[src/rtl/demux_pkg.sv]
// rtl/demux_pkg.sv - shared widths and FSM state type for stream_demux_1to4
package demux_pkg;

  localparam int DATA_W  = 8;
  localparam int NUM_OUT = 4;
  localparam int SEL_W   = 2;
  localparam int CNT_W   = 16;

  typedef enum logic {
    IDLE   = 1'b0,
    LOCKED = 1'b1
  } state_t;

endpackage

[src/rtl/stream_demux_1to4_if.sv]
// rtl/stream_demux_1to4_if.sv - input stream and four packed output streams of the demux
interface stream_demux_1to4_if;
  import demux_pkg::*;

  logic [DATA_W-1:0]         in_data;
  logic [SEL_W-1:0]          in_sel;
  logic                      in_last;
  logic                      in_valid;
  logic                      in_ready;
  logic [NUM_OUT*DATA_W-1:0] out_data;
  logic [NUM_OUT-1:0]        out_last;
  logic [NUM_OUT-1:0]        out_valid;
  logic [NUM_OUT-1:0]        out_ready;

  modport master (
    output in_data, in_sel, in_last, in_valid, out_ready,
    input  in_ready, out_data, out_last, out_valid
  );

  modport slave (
    input  in_data, in_sel, in_last, in_valid, out_ready,
    output in_ready, out_data, out_last, out_valid
  );

endinterface

[src/rtl/demux_slot.sv]
// rtl/demux_slot.sv - one-entry output register slot with valid/ready drain
module demux_slot #(
  parameter int W = 8
) (
  input  logic         clk,
  input  logic         rst,
  input  logic         wr_en,
  input  logic [W-1:0] wr_data,
  input  logic         wr_last,
  input  logic         rd_ready,
  output logic         valid,
  output logic [W-1:0] data,
  output logic         last
);

  // A write wins over a same-edge drain, leaving the slot full with the new beat.
  always_ff @(posedge clk) begin
    if (rst) begin
      valid <= 1'b0;
      data  <= '0;
      last  <= 1'b0;
    end else if (wr_en) begin
      valid <= 1'b1;
      data  <= wr_data;
      last  <= wr_last;
    end else if (valid && rd_ready) begin
      valid <= 1'b0;
    end
  end

endmodule

[src/rtl/stream_demux_1to4.sv]
// rtl/stream_demux_1to4.sv - packet-locked 1:4 stream demux; DEMUX_BEAT_CNT_EN adds per-channel beat counters
module stream_demux_1to4
  import demux_pkg::*;
(
  input  logic                    clk,
  input  logic                    rst,
  stream_demux_1to4_if.slave      bus,
  output logic                    busy
`ifdef DEMUX_BEAT_CNT_EN
  ,
  output logic [NUM_OUT*CNT_W-1:0] beat_cnt
`endif
);

  state_t             state;
  logic [SEL_W-1:0]   lock_sel;
  logic [SEL_W-1:0]   tgt;
  logic               accept;
  logic [NUM_OUT-1:0] wr_en;
  logic [NUM_OUT-1:0] slot_valid;
  logic [NUM_OUT-1:0] slot_last;
  logic [DATA_W-1:0]  slot_data [NUM_OUT];

  // in_sel only matters for the first beat; mid-packet the latched channel is used.
  assign tgt          = (state == LOCKED) ? lock_sel : bus.in_sel;
  assign bus.in_ready = !rst && (!slot_valid[tgt] || bus.out_ready[tgt]);
  assign accept       = bus.in_valid && bus.in_ready;

  always_comb begin
    wr_en      = '0;
    wr_en[tgt] = accept;
  end

  for (genvar k = 0; k < NUM_OUT; k++) begin : g_slot
    demux_slot #(.W(DATA_W)) u_slot (
      .clk      (clk),
      .rst      (rst),
      .wr_en    (wr_en[k]),
      .wr_data  (bus.in_data),
      .wr_last  (bus.in_last),
      .rd_ready (bus.out_ready[k]),
      .valid    (slot_valid[k]),
      .data     (slot_data[k]),
      .last     (slot_last[k])
    );
  end

  always_comb begin
    bus.out_data = '0;
    for (int k = 0; k < NUM_OUT; k++) begin
      bus.out_data[k*DATA_W +: DATA_W] = slot_data[k];
    end
  end

  assign bus.out_valid = slot_valid;
  assign bus.out_last  = slot_last;

  always_ff @(posedge clk) begin
    if (rst) begin
      state    <= IDLE;
      lock_sel <= '0;
      busy     <= 1'b0;
    end else if (accept) begin
      case (state)
        IDLE: begin
          if (!bus.in_last) begin
            state    <= LOCKED;
            lock_sel <= bus.in_sel;
            busy     <= 1'b1;
          end
        end
        LOCKED: begin
          if (bus.in_last) begin
            state <= IDLE;
            busy  <= 1'b0;
          end
        end
        default: begin
          state <= IDLE;
          busy  <= 1'b0;
        end
      endcase
    end
  end

`ifdef DEMUX_BEAT_CNT_EN
  logic [CNT_W-1:0] cnt [NUM_OUT];

  always_ff @(posedge clk) begin
    for (int k = 0; k < NUM_OUT; k++) begin
      if (rst) begin
        cnt[k] <= '0;
      end else if (slot_valid[k] && bus.out_ready[k] && (cnt[k] != {CNT_W{1'b1}})) begin
        cnt[k] <= cnt[k] + CNT_W'(1);
      end
    end
  end

  always_comb begin
    beat_cnt = '0;
    for (int k = 0; k < NUM_OUT; k++) begin
      beat_cnt[k*CNT_W +: CNT_W] = cnt[k];
    end
  end
`endif

endmodule

[src/flat_wrapper.sv]
// flat-port wrapper written by rule: the top's interface ports become plain ports
module stream_demux_1to4_flat import demux_pkg::*;
  (clk, rst, busy, bus_in_data, bus_in_sel, bus_in_last, bus_in_valid, bus_out_ready, bus_in_ready, bus_out_data, bus_out_last, bus_out_valid);
  stream_demux_1to4_if bus_i ();
  input  logic clk;
  input  logic rst;
  output logic busy;
  input wire logic [$bits(bus_i.in_data)-1:0] bus_in_data;
  input wire logic [$bits(bus_i.in_sel)-1:0] bus_in_sel;
  input wire logic [$bits(bus_i.in_last)-1:0] bus_in_last;
  input wire logic [$bits(bus_i.in_valid)-1:0] bus_in_valid;
  input wire logic [$bits(bus_i.out_ready)-1:0] bus_out_ready;
  output wire logic [$bits(bus_i.in_ready)-1:0] bus_in_ready;
  output wire logic [$bits(bus_i.out_data)-1:0] bus_out_data;
  output wire logic [$bits(bus_i.out_last)-1:0] bus_out_last;
  output wire logic [$bits(bus_i.out_valid)-1:0] bus_out_valid;
  assign bus_i.in_data = bus_in_data;
  assign bus_i.in_sel = bus_in_sel;
  assign bus_i.in_last = bus_in_last;
  assign bus_i.in_valid = bus_in_valid;
  assign bus_i.out_ready = bus_out_ready;
  assign bus_in_ready = bus_i.in_ready;
  assign bus_out_data = bus_i.out_data;
  assign bus_out_last = bus_i.out_last;
  assign bus_out_valid = bus_i.out_valid;
  stream_demux_1to4 u_core (.clk(clk), .rst(rst), .bus(bus_i), .busy(busy));
endmodule
[config.mk]
export PLATFORM = sky130hd
export DESIGN_NAME = stream_demux_1to4_flat
export DESIGN_NICKNAME = d
export VERILOG_FILES = /design/src/rtl/demux_pkg.sv /design/src/rtl/stream_demux_1to4_if.sv /design/src/rtl/demux_slot.sv /design/src/rtl/stream_demux_1to4.sv /design/src/flat_wrapper.sv
export SDC_FILE = /design/constraint.sdc
export NUM_CORES = 1
export LEC_CHECK = 0
export ABC_CLOCK_PERIOD_IN_PS = 2900
export CELL_PAD_IN_SITES_DETAIL_PLACEMENT = 1
export CELL_PAD_IN_SITES_GLOBAL_PLACEMENT = 2
export CORE_MARGIN = 4
export CORE_UTILIZATION = 29
export CTS_CLUSTER_DIAMETER = 40
export CTS_CLUSTER_SIZE = 28
export DETAILED_ROUTE_END_ITERATION = 8
export PLACE_DENSITY = 0.88
export SYNTH_ARGS = -nofsm -noshare
export SYNTH_HDL_FRONTEND = slang
export SYNTH_SLANG_ARGS = --single-unit
[constraint.sdc]
create_clock -name clk -period 2.9 [get_ports clk]
set_clock_uncertainty 0.2 [all_clocks]
set_input_delay 0.58 -clock clk [delete_from_list [all_inputs] [get_ports clk]]
set_output_delay 0.58 -clock clk [all_outputs]
set_load 0.05 [all_outputs]
[After elaboration in Yosys (flattened, before gate mapping)]
Cells that the tools add are included.
Storage, ports and cells
  register bits: 44
  bits of input ports: 18
  word-level logic and storage cells: 57
Operators by class
  $lt $le $gt $ge: 2
  eq/ne operators: 2
  muxes and demuxes: 19
  bitwise gates (word level): 3
  reduce and logical (&&, ||, !) cells: 16
Operator list (number)
  $mux 1: 14
  $reduce_bool 2->1: 4
  $logic_and 1x1->1: 7
  $reduce_and 3->1: 2
  $and 4x4->4: 1
  $bmux 1 s2: 2
  $ne 2x2->1 const B: 2
  $lt 2x3->1 const B: 1
  $demux 1 s2: 1
  $ge 2x1->1 const B: 1
  $logic_not 1->1: 2
  $mux 2: 1
  $not 1->1: 2
  $pmux 1 s2: 1
  $logic_or 1x1->1: 1

[Depth between registers and ports, before layout]
Gate-level depths: netlist of run 1.
  word-level depth: 9
  mapped depth: 6
  mapped depth without buffers: 6

[Modules after synthesis]
Synthesis of run 1 repeated with hierarchy kept, for this count alone.
Second synthesis, totals
  cells, all modules: 180
  area total of the unflattened synthesis: 1791.7 um^2
By module, submodules not included
  demux_slot: instances 4, cells an instance 33, area an instance 355.3 um^2
  stream_demux_1to4: instances 1, cells an instance 48, area an instance 370.4 um^2

[Least setup slack after synthesis of run 1]
No wires, ideal clock.
  kind: input to output
  from: input port bus_in_sel[0]
  to: output port bus_in_ready
  data arrival time: 1.975 ns
  slack: 0.145 ns
  stages on the path: 4
  cells stage by stage: mux2i_2 mux2i_1 mux2_2 nor2_1
On the way
  word-level cells in the longest chain between the ends: 6
  elaborated cells on any way between the ends: 8
  those cells by class: mux: 5; reduce/logical: 3
Ends and longest elaborated chain
  start: declaration: line flat_wrapper.sv:9  | input wire logic [$bits(bus_i.in_sel)-1:0] bus_in_sel;
  $mux 2 *: line stream_demux_1to4.sv:25  | assign tgt = (state == LOCKED) ? lock_sel : bus.in_sel;
  $bmux 1 s2: line stream_demux_1to4.sv:26  | assign bus.in_ready = !rst && (!slot_valid[tgt] || bus.out_ready[tgt]);
  $mux 1 (not written as such): line stream_demux_1to4.sv:26
  $logic_not 1->1: line stream_demux_1to4.sv:26
  $logic_or 1x1->1 *: line stream_demux_1to4.sv:26
  $logic_and 1x1->1 *: line stream_demux_1to4.sv:26
  end: declaration: line flat_wrapper.sv:13  | output wire logic [$bits(bus_i.in_ready)-1:0] bus_in_ready;
Every way passes the cells marked *; elsewhere a longest branch is shown, timed or not. The select of a mux whose other input is x is not followed.

[Final worst setup path of run 1]
Ends and elaborated chain as after synthesis.

==> flow_summary.toml, run 1 <==
[finish]
nets = 262
insertedDiodeCount = 0
final.fill_count = 689
fin_area_um2 = 2600
post_route_cells_drive_above_1_share = 0.107
syn2layout_area_growth_pct = 44.0
fin_cells = 319
post-route-util = 0.434

[sta]
finalHoldViolCount = 0
worst_pin_slew_ns = 0.529
setup_viol = 0
max_freq_mhz = 360
fin_setup_tns_ns = 0
period_share = 0.959
rsz0062_at_grt = "no"
layout_setup_ws_ns = 0.120
period_minus_slack_ns = 2.78
slew_headroom = 0.647
timing.hold.ws_ns = 0.297
drv_slew = 0

[grt]
grt_overflow_total = 0
grt_max_degree = 28
grt_pass1_vias = 1560
antenna_found_initial = 0
grtUsageTotal = 0.134
grt_pass1_wl_mm = 7.78

[floorplanning]
die_h_um = 86.9
start_util = 0.302
dieArea_um2 = 7560
io_pins = 60
die_w_um = 86.9
core_um2 = 5990
num_rows = 28

[placement]
place.gp.congestion = 0.791
placed_area_um2 = 2500
dp_hpwl_mm = 3.42
post-place-ws_ns = 0.0576
dp_cells = 311
io_buffers = 59

[outcome]
status = "finished clean"

[critical_path]
critPathSlowestCell = "clkdlybuf4s50_1"
cp_top_family = "buffers and inverters"
path_class = "in -> out"
cp_cell_sequence = "clkdlybuf4s50_1, mux2i_4, mux2i_1, mux2_2, nor2_1, buf_12"
cp_num_buf_inv = 2
crit_fanout = 3
critical_path_arrival_ns = 2.00
critPathLaunchType = "input port"
crit_path_max_incr_delay_ns = 0.46
worstPathRequired_ns = 2.12
worstSetupEndpointType = "output pin"

[clock_network]
cts_made_buffers = 5
cts-root-buf = "clkbuf_8"
clock_latency_ns = 0.29
cts_max_path_buffers = 2
htreeDepth = 2
clk_pin_slew_ns = 0.08
tritoncts = "built"
numClockSinks = 44

[power_and_ir_drop]
power_mw = 1.27
ir_drop_mv = 0.170
clkPwrFrac = 0.313
pwr-share-seq = 0.502
netSwitchingFraction = 0.277
p_int_mw = 0.918
power_density_nw_per_um2 = 488
power_leakage_nw = 1.07
power.switching_mw = 0.351
combPwrFrac = 0.185

[drt]
wirelength_mm = 4.67
via_per_inst = 4.51
wl_per_cell_um = 14.6
first_iter_violations = 39
drc_errors = 0
vias = 1438
drtAntennaViolNets = 0
drtPass1Iterations = 4

[run]
maxCapViolations = 0

[synthesis]
netlist_area_um2 = 1810
yosysWarnings = 0
syn_nets = 200
synth_seq_area_share = 0.488
avgSynthCellArea_um2 = 9.98
ys_seq_elements = 44
synth_cells = 181
netlist-cell-type-count = 20

[hold_path]
hold_path_class = "reg -> reg"
## path summary, 6_finish.rpt
| path | to | cells after the start | startpoint | slack [ns] |
|---|---|---|---|---|
| max | bus_in_ready | 6 | bus_in_sel[0] | 0.12 |
| min | u_core.lock_sel[1] | 2 | u_core.lock_sel[1] | 0.30 |
| max reg2reg | u_core.g_slot[1].u_slot.data[3] | 5 | u_core.state | 0.85 |
| min reg2reg | u_core.lock_sel[1] | 2 | u_core.lock_sel[1] | 0.30 |
## kinds of logic after synthesis
group                      after synthesis  synth area share
buffers and inverters                   20            0.0637
and+or+nand+nor                         64             0.163
muxes                                   46             0.260
AOI/OAI and AO/OA                        6            0.0187
DFF                                     44             0.488
adders and majority gates                1           0.00692
## worst min-delay path, cell delays in order (launching register included)
cell and delay [ns]:
dfxtp_1 0.33, nand2b_1 0.07, mux2i_1 0.06
## cell usage after synthesis, drive strengths merged
cell type	instances	share of area
a21oi	3	0.0083
and4b	1	0.0055
buf	12	0.047
clkbuf	5	0.010
dfxtp	44	0.49
ha	1	0.0069
inv	3	0.0062
mux2	4	0.025
mux2i	42	0.23
nand2	4	0.0083
nand2b	8	0.028
nand3	2	0.0055
nand4	2	0.0069
nor2	42	0.087
nor2b	4	0.014
nor4b	1	0.0083
o22ai	3	0.010
## placed cells by master, fill, tap and decap left out, types with 2 or more instances in the layout
cell / Yosys / routed
a21oi_1: 3 / 3
buf_4: 10 / 13
clkbuf_8: 0 / 6
clkdlybuf4s50_1: 0 / 57
dfxtp_1: 44 / 44
inv_1: 3 / 3
mux2_1: 2 / 2
mux2_2: 2 / 2
mux2i_1: 41 / 41
nand2_1: 4 / 4
nand2b_1: 8 / 8
nand3_1: 2 / 2
nand4_1: 2 / 2
nor2_1: 42 / 42
nor2b_1: 4 / 4
o22ai_1: 3 / 3
## layer usage
metal	wire length, um	share of wire	track usage
met1	2140	0.46	0.169
met5	0	0	0
met2	2200	0.47	0.217
met4	41	0.0088	0.0425
met3	283	0.061	0.0435
## registers in the layout (all words and copies together) (netlist names)
name and cells:
u_core.g_slot.u_slot.data 32, u_core.g_slot.u_slot.last 4, u_core.busy 1, u_core.lock_sel 2, u_core.g_slot.u_slot.valid 4, u_core.state 1
## power by group through the flow
stage          combinational, mW  clock [mW]  sequential, mW
6_report                   0.235       0.398           0.637
3_3_place_gp               0.233           0           0.650
3_5_place_dp               0.235           0           0.651
5_1_grt                    0.252       0.453           0.641
2_1_floorplan             0.0959           0           0.696
4_1_cts                    0.237       0.421           0.637
## final cells by class
| cell class | instances | area, um2 | area share |
|---|---|---|---|
| Sequential cell | 44 | 881 | 0.339 |
| Multi-Input combinational cell | 117 | 828 | 0.318 |
| Timing Repair Buffer | 72 | 693 | 0.266 |
| Clock inverter | 1 | 7.51 | 0.00289 |
| Inverter | 3 | 11.3 | 0.00433 |
| Clock buffer | 7 | 86.3 | 0.0332 |
| Tap cell | 75 | 93.8 | 0.0361 |
## what timing repair did
item | in CTS | in global routing
setup buffers | 0 | 0
gates resized for setup | 0 | 1
endpoints found under the setup margin | 0 | 1
hold buffers | 0 | 0
Power figures use the tool's default switching activity.
==> run 2, diff against run 1 <==
--- a/config.mk
+++ b/config.mk
@@ -13,6 +13,7 @@
 export CTS_CLUSTER_DIAMETER = 40
 export CTS_CLUSTER_SIZE = 28
 export DETAILED_ROUTE_END_ITERATION = 8
+export GPL_ROUTABILITY_DRIVEN = 0
 export PLACE_DENSITY = 0.88
 export SYNTH_ARGS = -nofsm -noshare
 export SYNTH_HDL_FRONTEND = slang
==> results of run 2 <==
Final layout, timing and power as in run 1 (identical DEF).
==> run 3, diff against run 2 <==
--- a/config.mk
+++ b/config.mk
@@ -5,16 +5,17 @@
 export SDC_FILE = /design/constraint.sdc
 export NUM_CORES = 1
 export LEC_CHECK = 0
-export ABC_CLOCK_PERIOD_IN_PS = 2900
+export ABC_CLOCK_PERIOD_IN_PS = 2800
 export CELL_PAD_IN_SITES_DETAIL_PLACEMENT = 1
 export CELL_PAD_IN_SITES_GLOBAL_PLACEMENT = 2
 export CORE_MARGIN = 4
-export CORE_UTILIZATION = 29
+export CORE_UTILIZATION = 27
 export CTS_CLUSTER_DIAMETER = 40
 export CTS_CLUSTER_SIZE = 28
 export DETAILED_ROUTE_END_ITERATION = 8
 export GPL_ROUTABILITY_DRIVEN = 0
-export PLACE_DENSITY = 0.88
+export PLACE_DENSITY = 0.83
+export RECOVER_POWER = 100
 export SYNTH_ARGS = -nofsm -noshare
 export SYNTH_HDL_FRONTEND = slang
 export SYNTH_SLANG_ARGS = --single-unit
==> constraint.sdc (replaced) <==
create_clock -name clk -period 2.8 [get_ports clk]
set_clock_uncertainty 0.2 [all_clocks]
set_input_delay 0.56 -clock clk [delete_from_list [all_inputs] [get_ports clk]]
set_output_delay 0.56 -clock clk [all_outputs]
set_load 0.05 [all_outputs]
==> flow_summary.toml, run 3 (same netlist as run 1, synthesis figures left out) <==
[hold_path]
hold_start = "u_core.g_slot[1].u_slot.data[3]"
hold_path_end = "u_core.g_slot[1].u_slot.data[3]"
hold_path_class = "reg -> reg"
hold_depth = 2

[clock_network]
cts_made_buffers = 5
ctsHoldBuffers = 0
cts_max_path_buffers = 2
clk_pin_slew_ns = 0.08
numClockSinks = 44
cts-root-buf = "clkbuf_8"
tritoncts = "built"
htreeDepth = 2
clock_latency_ns = 0.29

[sta]
finalHoldViolCount = 0
drv_slew = 0
rsz0062_at_grt = "no"
period_minus_slack_ns = 2.69
setup_viol = 0
max_freq_mhz = 371
layout_setup_ws_ns = 0.107
slew_headroom = 0.576
timing.hold.ws_ns = 0.293
period_share = 0.962
worst_pin_slew_ns = 0.636

[drt]
via_per_inst = 4.46
vias = 1423
drc_errors = 0
wirelength_mm = 4.80
drtAntennaViolNets = 0
wl_per_cell_um = 15.0
drtPass1Iterations = 4
first_iter_violations = 25

[grt]
grtUsageTotal = 0.122
antenna_found_initial = 0
grt_pass1_vias = 1543
grt_overflow_total = 0
grt_pass1_wl_mm = 7.92
grt_max_degree = 43

[critical_path]
crit_fanout = 3
path_class = "in -> out"
r2r-end = "u_core.g_slot[1].u_slot.data[0]"
worstPathRequired_ns = 2.04
reg2reg_slack_ns = 0.51
critPathLaunchType = "input port"
worstSetupEndpointType = "output pin"
reg2regPathDepth = 5
critical_path_arrival_ns = 1.93
r2r_start = "u_core.state"

[finish]
insertedDiodeCount = 0
nets = 261
final_common_cell = "dfxtp_1"
largest_register = "u_core.g_slot.u_slot.data"
biggestRegsByFlops = "u_core.g_slot.u_slot.data x32, u_core.g_slot.u_slot.last x4, u_core.g_slot.u_slot.valid x4"
most-common-layout-cells = "dfxtp_1, dlygate4sd3_1, mux2i_1, nor2_1, clkdlybuf4s50_1"
largest_reg_flops = 32
syn2layout_area_growth_pct = 41.8
post_route_cells_drive_above_1_share = 0.0826

[run]
maxCapViolations = 0

[power_and_ir_drop]
ir_drop_mv = 0.250
power_mw = 1.28
power_leakage_nw = 1.18
power_density_nw_per_um2 = 499

[floorplanning]
die_w_um = 89.8
die_h_um = 89.8
start_util = 0.281
dieArea_um2 = 8060
num_rows = 29
core_um2 = 6420
io_pins = 60

[placement]
dp_hpwl_mm = 3.36
post-place-ws_ns = -0.00935
io_buffers = 59

[outcome]
status = "finished clean"
## run 3: routing by layer
layer | vias to the layer above | GRT usage | wire length (um)
li1 | 715 | - | -
met1 | 666 | 0.154 | 2290
met2 | 40 | 0.195 | 2170
met3 | 2 | 0.0476 | 291
met4 | 0 | 0.0345 | 38
met5 | - | 0 | 0
## run 3: cell type report
cell class	instances	area, um2
multi-input combinational	117	816
clock inverter	2	12.5
tap	77	96.3
fill	738	3860
inverter	3	11.3
timing repair buffer	71	677
clock buffer	5	68.8
sequential	44	881
## run 3: worst max path at each step
stage | start | endpoint
floorplan | bus_in_sel[0] | bus_in_ready
global placement | bus_in_sel[0] | bus_in_ready
detailed placement | bus_in_sel[0] | bus_in_ready
CTS | bus_in_sel[0] | bus_in_ready
global route | bus_in_sel[0] | bus_in_ready
finish | bus_in_sel[0] | bus_in_ready
## run 3: critical path, stage by stage
cell and delay, ns:
clkdlybuf4s50_1 0.46, mux2i_4 0.21, mux2i_1 0.13, mux2_2 0.28, nor2_2 0.14, buf_12 0.15
## run 3: metrics by stage
step | TNS, ns | std cells | util | cell area (um2)
6_report | 0 | 319 | 0.399 | 2560
5_1_grt | 0 | 319 | 0.399 | 2560
4_1_cts | 0 | 319 | 0.404 | 2600
3_5_place_dp | -0.00935 | 312 | 0.390 | 2510
3_3_place_gp | 0 | 312 | 0.390 | 2510
2_1_floorplan | 0 | 181 | - | 1810
## run 3: report_power, final
part	switching [mW]	internal, mW
logic	0.139	0.0950
clock network	0.214	0.169
registers	0.0136	0.646
total	0.367	0.910
## run 3: repair_timing
action                                 in CTS  in global routing
gates resized for setup                     1                  1
endpoints found under the hold margin       0                  0
pin swaps                                   0                  0
cloned                                      0                  0
buffers inserted                            0                  0
setup endpoints to repair                   1                  1
